<file path="src/rtl/cd_buf_pkg.sv">
// Shared types and constants for the cd_buf page-based frame buffer.
// Page states, writer states, queue entry sizing and a saturating counter helper.
package cd_buf_pkg;

    typedef enum logic [1:0] {
        PG_FREE    = 2'd0,
        PG_FILLING = 2'd1,
        PG_READY   = 2'd2
    } page_st_e;

    typedef enum logic {
        WR_FILL   = 1'b0,
        WR_NOPAGE = 1'b1
    } wr_st_e;

    localparam int CD_PAGE_BITS = 2;
    localparam int CD_OFS_BITS  = 8;
    localparam int CD_PAGES     = 1 << CD_PAGE_BITS;
    localparam int CD_PAGE_SZ   = 1 << CD_OFS_BITS;

    // Ready-queue entry is {page, len}; len needs one extra bit for a full page.
    function automatic int entry_w(input int page_bits, input int ofs_bits);
        return page_bits + ofs_bits + 1;
    endfunction

    function automatic logic [7:0] sat_inc8(input logic [7:0] v);
        return (v == 8'hFF) ? v : v + 8'd1;
    endfunction

endpackage

</file>
<file path="src/rtl/cd_buf_queue.sv">
// Ready-queue FIFO of committed frames {page, len}; depth equals the page count,
// so it can never overflow while page ownership is respected.
module cd_buf_queue
    import cd_buf_pkg::*;
#(
    parameter int PAGE_BITS = CD_PAGE_BITS,
    parameter int OFS_BITS  = CD_OFS_BITS
) (
    input  logic                            clk,
    input  logic                            reset,
    input  logic                            i_push,
    input  logic [PAGE_BITS+OFS_BITS:0]     i_entry,
    input  logic                            i_pop,
    output logic [PAGE_BITS+OFS_BITS:0]     o_head,
    output logic [PAGE_BITS:0]              o_count
);

    localparam int DEPTH = 1 << PAGE_BITS;
    localparam int EW    = entry_w(PAGE_BITS, OFS_BITS);

    logic [EW-1:0]        r_mem [DEPTH];
    logic [PAGE_BITS-1:0] r_wptr;
    logic [PAGE_BITS-1:0] r_rptr;
    logic [PAGE_BITS:0]   r_count;

    always_ff @(posedge clk) begin
        if (i_push) r_mem[r_wptr] <= i_entry;
    end

    always_ff @(posedge clk or posedge reset) begin
        if (reset) begin
            r_wptr  <= '0;
            r_rptr  <= '0;
            r_count <= '0;
        end else begin
            if (i_push) r_wptr <= r_wptr + PAGE_BITS'(1);
            if (i_pop)  r_rptr <= r_rptr + PAGE_BITS'(1);
            case ({i_push, i_pop})
                2'b10:   r_count <= r_count + (PAGE_BITS+1)'(1);
                2'b01:   r_count <= r_count - (PAGE_BITS+1)'(1);
                default: r_count <= r_count;
            endcase
        end
    end

    assign o_head  = r_mem[r_rptr];
    assign o_count = r_count;

endmodule

</file>
<file path="src/rtl/cd_buf_ctrl.sv">
// Page-based frame buffer controller in front of a 1R1W SRAM {page, offset}.
// Optional statistics outputs drop_cnt/ovf_cnt are built when CD_BUF_STAT_EN is defined.
module cd_buf_ctrl
    import cd_buf_pkg::*;
#(
    parameter int PAGE_BITS = CD_PAGE_BITS,
    parameter int OFS_BITS  = CD_OFS_BITS
) (
    input  logic                          clk,
    input  logic                          reset,
    input  logic                          wr_en,
    input  logic [7:0]                    wr_data,
    input  logic                          wr_commit,
    input  logic                          wr_abort,
    output logic                          wr_full,
    output logic                          rd_avail,
    output logic [OFS_BITS:0]             rd_len,
    input  logic                          rd_req,
    input  logic [OFS_BITS-1:0]           rd_ofs,
    output logic [7:0]                    rd_data,
    output logic                          rd_valid,
    input  logic                          rd_done,
    output logic [PAGE_BITS+OFS_BITS-1:0] sram_ra,
    output logic [PAGE_BITS+OFS_BITS-1:0] sram_wa,
    output logic                          sram_re,
    output logic                          sram_we,
    output logic [7:0]                    sram_wd,
    input  logic [7:0]                    sram_rd
`ifdef CD_BUF_STAT_EN
    ,
    output logic [7:0]                    drop_cnt,
    output logic [7:0]                    ovf_cnt
`endif
);

    localparam int PAGES   = 1 << PAGE_BITS;
    localparam int PAGE_SZ = 1 << OFS_BITS;
    localparam int EW      = entry_w(PAGE_BITS, OFS_BITS);
    localparam logic [OFS_BITS:0] LEN_MAX = (OFS_BITS+1)'(PAGE_SZ);

    wr_st_e               r_wst;
    wr_st_e               w_wst_nxt;
    logic [PAGE_BITS-1:0] r_wpage;
    logic [OFS_BITS:0]    r_ofs;
    logic                 r_err;
    page_st_e             r_pst [PAGES];
    logic                 r_rd_vld_p1;

    logic                 w_own;
    logic                 w_wr_ok;
    logic                 w_drop_byte;
    logic                 w_err_eff;
    logic [OFS_BITS:0]    w_len;
    logic                 w_commit;
    logic                 w_frame_end;
    logic                 w_push;
    logic                 w_pop;
    logic                 w_rd_fire;
    logic                 w_rd_avail;
    logic                 w_any_free;
    logic [PAGE_BITS-1:0] w_free_idx;
    logic                 w_alloc;
    logic [EW-1:0]        w_head;
    logic [PAGE_BITS-1:0] w_head_page;
    logic [OFS_BITS:0]    w_head_len;
    logic [PAGE_BITS:0]   w_q_count;

    // Writer side: a byte lands only while a page is owned and the page has room.
    assign w_own       = (r_wst == WR_FILL);
    assign w_wr_ok     = wr_en & w_own & (r_ofs < LEN_MAX);
    assign w_drop_byte = wr_en & ~w_wr_ok;
    assign w_err_eff   = r_err | w_drop_byte;
    assign w_len       = r_ofs + {{OFS_BITS{1'b0}}, w_wr_ok};
    assign w_commit    = wr_commit & ~wr_abort;
    assign w_frame_end = wr_commit | wr_abort;
    assign w_push      = w_commit & w_own & ~w_err_eff & (w_len != '0);

    assign w_rd_avail  = (w_q_count != '0);
    assign w_pop       = rd_done & w_rd_avail;
    assign w_rd_fire   = rd_req & w_rd_avail;
    assign w_head_page = w_head[EW-1 -: PAGE_BITS];
    assign w_head_len  = w_head[OFS_BITS:0];

    // Allocator only sees registered page states, so a page freed this cycle is usable next cycle.
    always_comb begin
        w_any_free = 1'b0;
        w_free_idx = '0;
        for (int i = PAGES - 1; i >= 0; i--) begin
            if (r_pst[i] == PG_FREE) begin
                w_any_free = 1'b1;
                w_free_idx = PAGE_BITS'(i);
            end
        end
    end

    assign w_alloc = (w_push | ~w_own) & w_any_free;

    always_comb begin
        w_wst_nxt = r_wst;
        case (r_wst)
            WR_FILL:   if (w_push && !w_any_free) w_wst_nxt = WR_NOPAGE;
            WR_NOPAGE: if (w_any_free)            w_wst_nxt = WR_FILL;
            default:                              w_wst_nxt = WR_FILL;
        endcase
    end

    always_ff @(posedge clk or posedge reset) begin
        if (reset) r_wst <= WR_FILL;
        else       r_wst <= w_wst_nxt;
    end

    always_ff @(posedge clk or posedge reset) begin
        if (reset) begin
            r_wpage <= '0;
            r_ofs   <= '0;
            r_err   <= 1'b0;
        end else begin
            if (w_alloc) r_wpage <= w_free_idx;
            if (w_frame_end) begin
                r_ofs <= '0;
                r_err <= 1'b0;
            end else begin
                r_ofs <= w_len;
                if (w_drop_byte) r_err <= 1'b1;
            end
        end
    end

    // Pop, push and allocate always touch distinct pages (READY, FILLING, FREE respectively).
    always_ff @(posedge clk or posedge reset) begin
        if (reset) begin
            for (int i = 0; i < PAGES; i++) r_pst[i] <= (i == 0) ? PG_FILLING : PG_FREE;
        end else begin
            if (w_pop)   r_pst[w_head_page] <= PG_FREE;
            if (w_push)  r_pst[r_wpage]     <= PG_READY;
            if (w_alloc) r_pst[w_free_idx]  <= PG_FILLING;
        end
    end

    cd_buf_queue #(
        .PAGE_BITS (PAGE_BITS),
        .OFS_BITS  (OFS_BITS)
    ) u_queue (
        .clk     (clk),
        .reset   (reset),
        .i_push  (w_push),
        .i_entry ({r_wpage, w_len}),
        .i_pop   (w_pop),
        .o_head  (w_head),
        .o_count (w_q_count)
    );

    // Read pipeline: request in p0, SRAM data returned with valid in p1.
    always_ff @(posedge clk or posedge reset) begin
        if (reset) r_rd_vld_p1 <= 1'b0;
        else       r_rd_vld_p1 <= w_rd_fire;
    end

    assign wr_full  = ~w_own;
    assign rd_avail = w_rd_avail;
    assign rd_len   = w_rd_avail ? w_head_len : '0;
    assign rd_valid = r_rd_vld_p1;
    assign rd_data  = r_rd_vld_p1 ? sram_rd : 8'h00;
    assign sram_re  = w_rd_fire;
    assign sram_ra  = w_rd_fire ? {w_head_page, rd_ofs} : '0;
    assign sram_we  = w_wr_ok;
    assign sram_wa  = w_wr_ok ? {r_wpage, r_ofs[OFS_BITS-1:0]} : '0;
    assign sram_wd  = w_wr_ok ? wr_data : 8'h00;

`ifdef CD_BUF_STAT_EN
    logic       w_discard;
    logic [7:0] r_drop_cnt;
    logic [7:0] r_ovf_cnt;

    // Plain aborts and empty commits are not discards; only errored or page-less commits are.
    assign w_discard = w_commit & (w_err_eff | ~w_own);

    always_ff @(posedge clk or posedge reset) begin
        if (reset) begin
            r_drop_cnt <= 8'h00;
            r_ovf_cnt  <= 8'h00;
        end else begin
            if (w_discard)   r_drop_cnt <= sat_inc8(r_drop_cnt);
            if (w_drop_byte) r_ovf_cnt  <= sat_inc8(r_ovf_cnt);
        end
    end

    assign drop_cnt = r_drop_cnt;
    assign ovf_cnt  = r_ovf_cnt;
`endif

endmodule

</file>
<file path="config.mk">
export PLATFORM = sky130hd
export DESIGN_NAME = cd_buf_ctrl
export DESIGN_NICKNAME = d
export VERILOG_FILES = /design/src/rtl/cd_buf_pkg.sv /design/src/rtl/cd_buf_queue.sv /design/src/rtl/cd_buf_ctrl.sv
export SDC_FILE = /design/constraint.sdc
export NUM_CORES = 1
export LEC_CHECK = 0
export ABC_AREA = 1
export BUFFER_PORTS_ARGS = -buffer_cell sky130_fd_sc_hd__buf_2
export CORE_UTILIZATION = 60
export CTS_BUF_LIST = sky130_fd_sc_hd__clkbuf_4 sky130_fd_sc_hd__clkbuf_8
export CTS_CLUSTER_DIAMETER = 150
export CTS_CLUSTER_SIZE = 16
export DETAILED_ROUTE_END_ITERATION = 10
export HOLD_SLACK_MARGIN = 0.12
export PLACE_DENSITY_LB_ADDON = 0.1
export SYNTH_ARGS = -nofsm -noshare
export SYNTH_HDL_FRONTEND = slang
export SYNTH_HIERARCHICAL = 1
export SYNTH_SLANG_ARGS = --single-unit
</file>
<file path="constraint.sdc">
create_clock -name clk -period 4.5 [get_ports clk]
set_clock_uncertainty 0.1 [all_clocks]
set_input_delay 0.225 -clock clk [delete_from_list [all_inputs] [get_ports clk]]
set_output_delay 0.225 -clock clk [all_outputs]
set_load 0.1 [all_outputs]
</file>
# Word level (Yosys, flattened, before mapping)
# Memories as Yosys holds them, arrays and structs flattened.
# Cells that the tools add are included.
[word_totals]
ff_bits = 29
mem_bits_rw = 44
input_bits = 31
out_inout_bits = 50
elab_cells = 99
memories = 1
[memory_table]
columns = ["name", "words", "word_bits", "rd", "rd_ports_with_merged_regs", "wr", "line", "text"]
rows = [
  ["u_queue.r_mem", 4, 11, 1, 0, 1, "cd_buf_queue.sv:21", "logic [EW-1:0] r_mem [DEPTH];"],
]
[classes]
addsub = 5
magnitude_cmp = 7
eq_ne = 2
mux = 31
bitwise_logic = 28
reduce_logical = 13
[op_table]
columns = ["cell", "count"]
rows = [
  ["8-bit 2-to-1 mux", 5],
  ["10-bit 2-to-1 mux", 2],
  ["9-bit 2-to-1 mux", 2],
  ["2-bit 2-to-1 mux", 7],
  ["2-bit demux with 2-bit select", 3],
  ["1-bit AND", 10],
  ["1-bit 2-to-1 mux", 10],
  ["9-bit by 1-bit adder with 9-bit output", 1],
  ["3-bit >= comparator, second input constant", 3],
  ["3-bit by 1-bit less-than comparator with 1-bit output, second input constant", 3],
  ["9-bit less-than comparator, second input constant", 1],
  ["2-bit NOT with 3-bit output", 3],
  ["9-bit nonzero test", 1],
  ["4-bit AND", 2],
  ["8-bit AND", 1],
  ["2-bit zero test", 4],
  ["4-bit NOT", 2],
  ["8-bit NOT", 1],
  ["4-bit OR", 2],
  ["3-bit one-hot mux with 2 select lines", 1],
  ["2-bit by 1-bit adder with 2-bit output, second input constant", 2],
  ["1-bit logical AND", 4],
  ["1-bit NOT", 4],
  ["2-bit nonzero test", 2],
  ["8 further kinds", 10],
]

# Logic depth before layout (Yosys ltp)
[logic_depth]
ltp_word = 13
depth_mapped = 23
ltp_nobuf = 22

# By module
# Netlist, hierarchy kept.
[by_module_without_submodules]
columns = ["module", "n_inst", "cells_each", "area_per_inst_um2"]
rows = [
  ["cd_buf_queue", 1, 176, 2175.8],
  ["cd_buf_ctrl", 1, 254, 1620.3],
]

# Worst setup path after synthesis
# No wires, ideal clock.
[synth_path]
path_type = "register -> register"
from = "register r_wst, in the netlist wr_full"
to = "register u_queue.r_count[2], in the netlist u_queue/o_count[2]"
setup_ns = 0.117
arrival_ns = 5.334
path_slack_ns = -1.051
stages_incl_launch_ff = 22
synth_period_minus_slack_ns = 5.551
path_cell_list = "dfrtp_1 nor3_2 ha_1 ha_1 nand2_1 nor2_2 nand2_1 nand2_2 nand2_2 nor2_4 nand3_4 nand2_4 inv_1 buf_2 inv_1 ha_1 inv_1 fa_1 nand2_1 nand3_1 nand2_1 nand2_1"
[synth_lines]
columns = ["item", "line", "text"]
rows = [
  ["start: declaration", "cd_buf_ctrl.sv:41", "wr_st_e r_wst;"],
  ["start signal: assignment", "cd_buf_ctrl.sv:109", "else r_wst <= w_wst_nxt;"],
  ["1-bit NOT (*)", "-", ""],
  ["1-bit AND (*) (2 in a row)", "cd_buf_ctrl.sv:70", "assign w_wr_ok = wr_en & w_own & (r_ofs < LEN_MAX);"],
  ["named net sram_we", "cd_buf_ctrl.sv:26", "output logic sram_we,"],
  ["9-bit by 1-bit adder with 9-bit output (*)", "cd_buf_ctrl.sv:73", "assign w_len = r_ofs + {{OFS_BITS{1'b0}}, w_wr_ok};"],
  ["named net w_len[8]", "cd_buf_ctrl.sv:53", "logic [OFS_BITS:0] w_len;"],
  ["9-bit nonzero test (*)", "cd_buf_ctrl.sv:76", "assign w_push = w_commit & w_own & ~w_err_eff & (w_len != '0);"],
  ["1-bit AND (*)", "cd_buf_ctrl.sv:76", ""],
  ["named net w_push", "cd_buf_ctrl.sv:56", "logic w_push;"],
  ["2-bit by 1-bit == test with 1-bit output or 2-bit == test (tied branches)", "cd_buf_queue.sv:38", "case ({i_push, i_pop})"],
  ["3-bit one-hot mux with 2 select lines or 2-bit nonzero test (tied branches)", "-", ""],
  ["end signal: assignment", "cd_buf_queue.sv:39", "2'b10: r_count <= r_count + (PAGE_BITS+1)'(1);"],
  ["end signal: assignment", "cd_buf_queue.sv:40", "2'b01: r_count <= r_count - (PAGE_BITS+1)'(1);"],
  ["end signal: assignment", "cd_buf_queue.sv:41", "default: r_count <= r_count;"],
  ["end: declaration", "cd_buf_queue.sv:24", "logic [PAGE_BITS:0] r_count;"],
]
# Mark *: on every way through the listed nets, which the timed path passes. The rest lies on a longest branch.
# A chain may end at the register's enable or synchronous reset.

# Worst setup path after layout
[layout_path]
from = "register r_ofs[8]"
to = "register u_queue.r_count[2], in the netlist u_queue/o_count[2]"
[layout_lines]
columns = ["item", "line", "text"]
rows = [
  ["start: declaration", "cd_buf_ctrl.sv:44", "logic [OFS_BITS:0] r_ofs;"],
  ["start signal: assignment", "cd_buf_ctrl.sv:123", "r_ofs <= w_len;"],
  ["9-bit less-than comparator", "cd_buf_ctrl.sv:70", ""],
  ["1-bit AND", "cd_buf_ctrl.sv:70", ""],
  ["9-bit by 1-bit adder with 9-bit output (*)", "cd_buf_ctrl.sv:73", ""],
  ["named net w_len[8]", "cd_buf_ctrl.sv:53", ""],
  ["9-bit nonzero test (*)", "cd_buf_ctrl.sv:76", ""],
  ["1-bit AND (*)", "cd_buf_ctrl.sv:76", ""],
  ["named net w_push", "cd_buf_ctrl.sv:56", ""],
  ["2-bit by 1-bit == test with 1-bit output or 2-bit == test (tied branches)", "cd_buf_queue.sv:38", ""],
  ["3-bit one-hot mux with 2 select lines or 2-bit nonzero test (tied branches)", "-", ""],
]
# Marked as above.

==> flow_summary_export.csv <==
group,metric,value,unit
critical_path,worst_ep_arrival_time,3.36,ns
yosys,synth_area_leaders,"sky130_fd_sc_hd__edfxtp_1, sky130_fd_sc_hd__dfrtp_1, sky130_fd_sc_hd__inv_1, sky130_fd_sc_hd__nand2_1, sky130_fd_sc_hd__nor2_1",
finish,nets,550,
yosys,post_synth_num_cell_types,34,
global_routing,grt_start_max_net_pins,36,
critical_path,worstSetupEndpointType,"flip-flop",
yosys,sequential_area_share_after_synthesis,53.96,%
yosys,flip_flop_and_latch_count_after_synthesis,73,
yosys,synth_top_area_cell,"sky130_fd_sc_hd__edfxtp_1",
sta,timing.final.max_slew_violations,0,
sta,final-setup-viol-count,0,
run,cap_viol_max_count,0,
sta,period_share,71.88,%
global_routing,globalRouteOverflowTotal,0,
power_and_ir_drop,power.ir.vdd_worst,0.0007213,V
finish,n_fill_cell,453,
sta,tightestPinTransition,1.062,ns
yosys,synth_area_per_cell,8.828,um^2
power_and_ir_drop,leakagePower,2.330,nW
finish,num_antenna_cells,0,
yosys,number_of_enable_flip_flop_cells_after_synthesis,44,
critical_path,slowest_stage,"sky130_fd_sc_hd__dfrtp_1",
cts,cts-root-buf,"sky130_fd_sc_hd__clkbuf_8",
routing,first_pass_iters,4,
critical_path,critical_path.max_fanout,8,
yosys,synthesis.yosys.warnings,6,
yosys,synth_top_cells_by_count,"sky130_fd_sc_hd__inv_1, sky130_fd_sc_hd__nand2_1, sky130_fd_sc_hd__nor2_1",
sta,timing.final.crit_period,3.235,ns
critical_path,crit_path_max_incr_delay,0.43,ns
sta,hold_viol_final,0,
critical_path,cell_repeated_most_along_the_worst_path,"sky130_fd_sc_hd__nand2_1",
sta,worst_slew_margin_rel,29.17,%
cts,reg_clk_slew_reported_paths,0.08,ns
die,die_width,81.54,um
die,core-area,6026,um^2
global_routing,groute.usage.overall,24.59,%
die,top_level_ports,81,
cts,clk_path_buf_depth,2,
sta,rsz0062_at_grt,"false",
global_routing,grt_pass1_wl,11890,um
yosys,top_area_cell_type_share_of_the_netlist_area,34.81,%
critical_path,timing.critical_path.cells,"nor3_4 -> ha_4 -> ha_1 -> nand2_1 -> nor2_2 -> nand2_1 -> nand2_2 -> nand2_2 -> nor2_4 -> nand3_4 -> nand2_4 -> inv_1 -> inv_1 -> ha_1 -> inv_1 -> fa_1 -> nand2_1 -> nand3_1 -> nand2_1 -> nand2_1",
routing,average_detailed_routed_wire_length_per_instance,12.69,um
yosys,post_synth_inst_count,430,
global_routing,number_of_global_route_vias_before_repair,2652,
cts,insertion_delay,0.33,ns
cts,cts_tree,"yes",
placement,globalplace.congestion,0.9039,
cts,cts_sinks,73,
power_and_ir_drop,total_power,3.043,mW
die,die_h,81.54,um
placement,place.port_buffers,80,
routing,antenna_violating_nets_post_route,0,
critical_path,critPathLaunchType,"flip-flop",
sta,maxClockFrequency,309.2,MHz
power_and_ir_drop,powerDensity,683.5,nW/um^2
routing,detail_route.wirelength,7501,um
finish,area_growth_syn_to_layout,17.30,%
cts,cts_max_level,3,
routing,vias,2937,
die,initial_standard_cell_utilization_of_the_core,63.00,%
routing,first_iter_violations,200,
die,core.rowCount,28,
hold_path,hp-class,"in -> reg",
die,floorplan.die_area,6649,um^2
finish,post_route_cells_drive_above_1_share,23.64,%
critical_path,criticalPathCategory,"reg -> reg",
yosys,synthesis.area,3796,um^2
yosys,yosysMostFrequentCell,"sky130_fd_sc_hd__inv_1",
yosys,ys_async_sr_fraction,39.73,%
critical_path,cp.required,4.63,ns
routing,route.detailed.vias_per_inst,4.970,
routing,drt_drc_violations_left,0,
global_routing,initial_antenna_violation_count,0,
placement,place_hpwl,5473,um
cts,cts-buffers-inserted,9,
yosys,synth.net_count,469,
yosys,yosys_most_used_dff,"sky130_fd_sc_hd__edfxtp_1",
run_status,status,"finished clean",
sta,final_total_negative_setup_slack,0,ns
==> power breakdown <==
part / internal, mW / switching (mW)
Combinational: 0.305 / 1.28
Sequential: 0.806 / 0.130
Clock: 0.293 / 0.231
==> sequential cells by signal, indices dropped and copies added (netlist names) <==
register / count
r_err: 1
wr_full: 1
u_queue/r_rptr: 2
u_queue/o_count: 3
u_queue/r_mem: 44
r_ofs: 9
rd_valid: 1
u_queue/r_wptr: 2
r_wpage: 2
r_pst: 8
==> critical path: cells and delay by family (launching register included) <==
family	cells	cell delay [ns]
buf+inv	3	0.30
fa+ha+maj	4	0.94
flops	1	0.43
simple gates	13	1.36
==> path summary, 6_finish.rpt <==
check / start / slack [ns] / endpoint / cells past startpoint
setup / recovery: r_ofs[8]$_DFF_PP0_ / 1.27 / u_queue/o_count[2]$_DFFE_PP0P_ / 20
hold / removal: wr_abort / 0.20 / r_ofs[1]$_DFF_PP0_ / 3
setup reg to reg: r_ofs[8]$_DFF_PP0_ / 1.27 / u_queue/o_count[2]$_DFFE_PP0P_ / 20
hold reg to reg: u_queue/o_count[2]$_DFFE_PP0P_ / 0.42 / u_queue/o_count[2]$_DFFE_PP0P_ / 2
max in group asynchronous: reset / 3.16 / r_pst[4]$_DFF_PP0_ / 3
min in group asynchronous: reset / 0.32 / u_queue/r_wptr[1]$_DFFE_PP0P_ / 3
==> cell type report <==
type,count,area (um^2),share of cell area (%)
flip-flops and latches,73,2048,46.00
well taps,75,93.84,2.107
repair buffers,83,425.4,9.553
inverters,101,379.1,8.514
clock buffers,12,158.9,3.568
multi-input cells,243,1296,29.11
clock inverters,4,51.30,1.152
==> cell usage in the layout (no fill, tap or decap), types with 3 or more instances in the layout <==
cell	instances
sky130_fd_sc_hd__buf_2	80
sky130_fd_sc_hd__edfxtp_1	44
sky130_fd_sc_hd__nand3_1	15
sky130_fd_sc_hd__a21oi_1	10
sky130_fd_sc_hd__o21ai_0	4
sky130_fd_sc_hd__inv_1	100
sky130_fd_sc_hd__nor2_1	55
sky130_fd_sc_hd__nand2_1	91
sky130_fd_sc_hd__clkbuf_8	11
sky130_fd_sc_hd__nand2_2	8
sky130_fd_sc_hd__dfrtp_1	28
sky130_fd_sc_hd__o211ai_1	22
sky130_fd_sc_hd__ha_1	6
sky130_fd_sc_hd__nand4_1	3
sky130_fd_sc_hd__xor2_1	3
sky130_fd_sc_hd__nor2_4	4
==> kinds of logic (layout without fill, tap and decap cells) <==
family | Yosys count | in the layout | synth area share [%]
AND/OR/NAND/NOR | 188 | 188 | 22.25
buffers and inverters | 114 | 200 | 12.39
flip-flops | 73 | 73 | 53.96
AO/OA/AOI/OAI | 42 | 42 | 7.416
adder cells (fa/ha/maj) | 8 | 8 | 2.834
XOR/XNOR | 5 | 5 | 1.154
==> timing repair <==
action	in CTS	in global routing
setup buffers	0	0
endpoints found under the setup margin	0	0
resized for setup	0	0
hold endpoints to repair	28	0
hold buffers	1	0
==> routing by layer <==
metal / routed length [um] / global-route usage, %
met5: 0 / 0
met4: 74 / 10.54
met1: 3220 / 31.16
met3: 448 / 4.556
met2: 3757 / 41.33
==> stage by stage <==
stage          setup WS (ns)  utilization [%]  instances  instance area [um^2]  hold slack (ns)
2_1_floorplan        0.06974                -        430                  3815         -0.07160
3_3_place_gp           1.431            70.25        574                  4233          0.07509
3_5_place_dp           1.306            70.25        574                  4233          0.08673
4_1_cts                1.287            73.90        591                  4453           0.1972
5_1_grt               0.9719            73.90        591                  4453           0.2031
6_report               1.265            73.90        591                  4453           0.2004
Power figures use the tool's default switching activity.
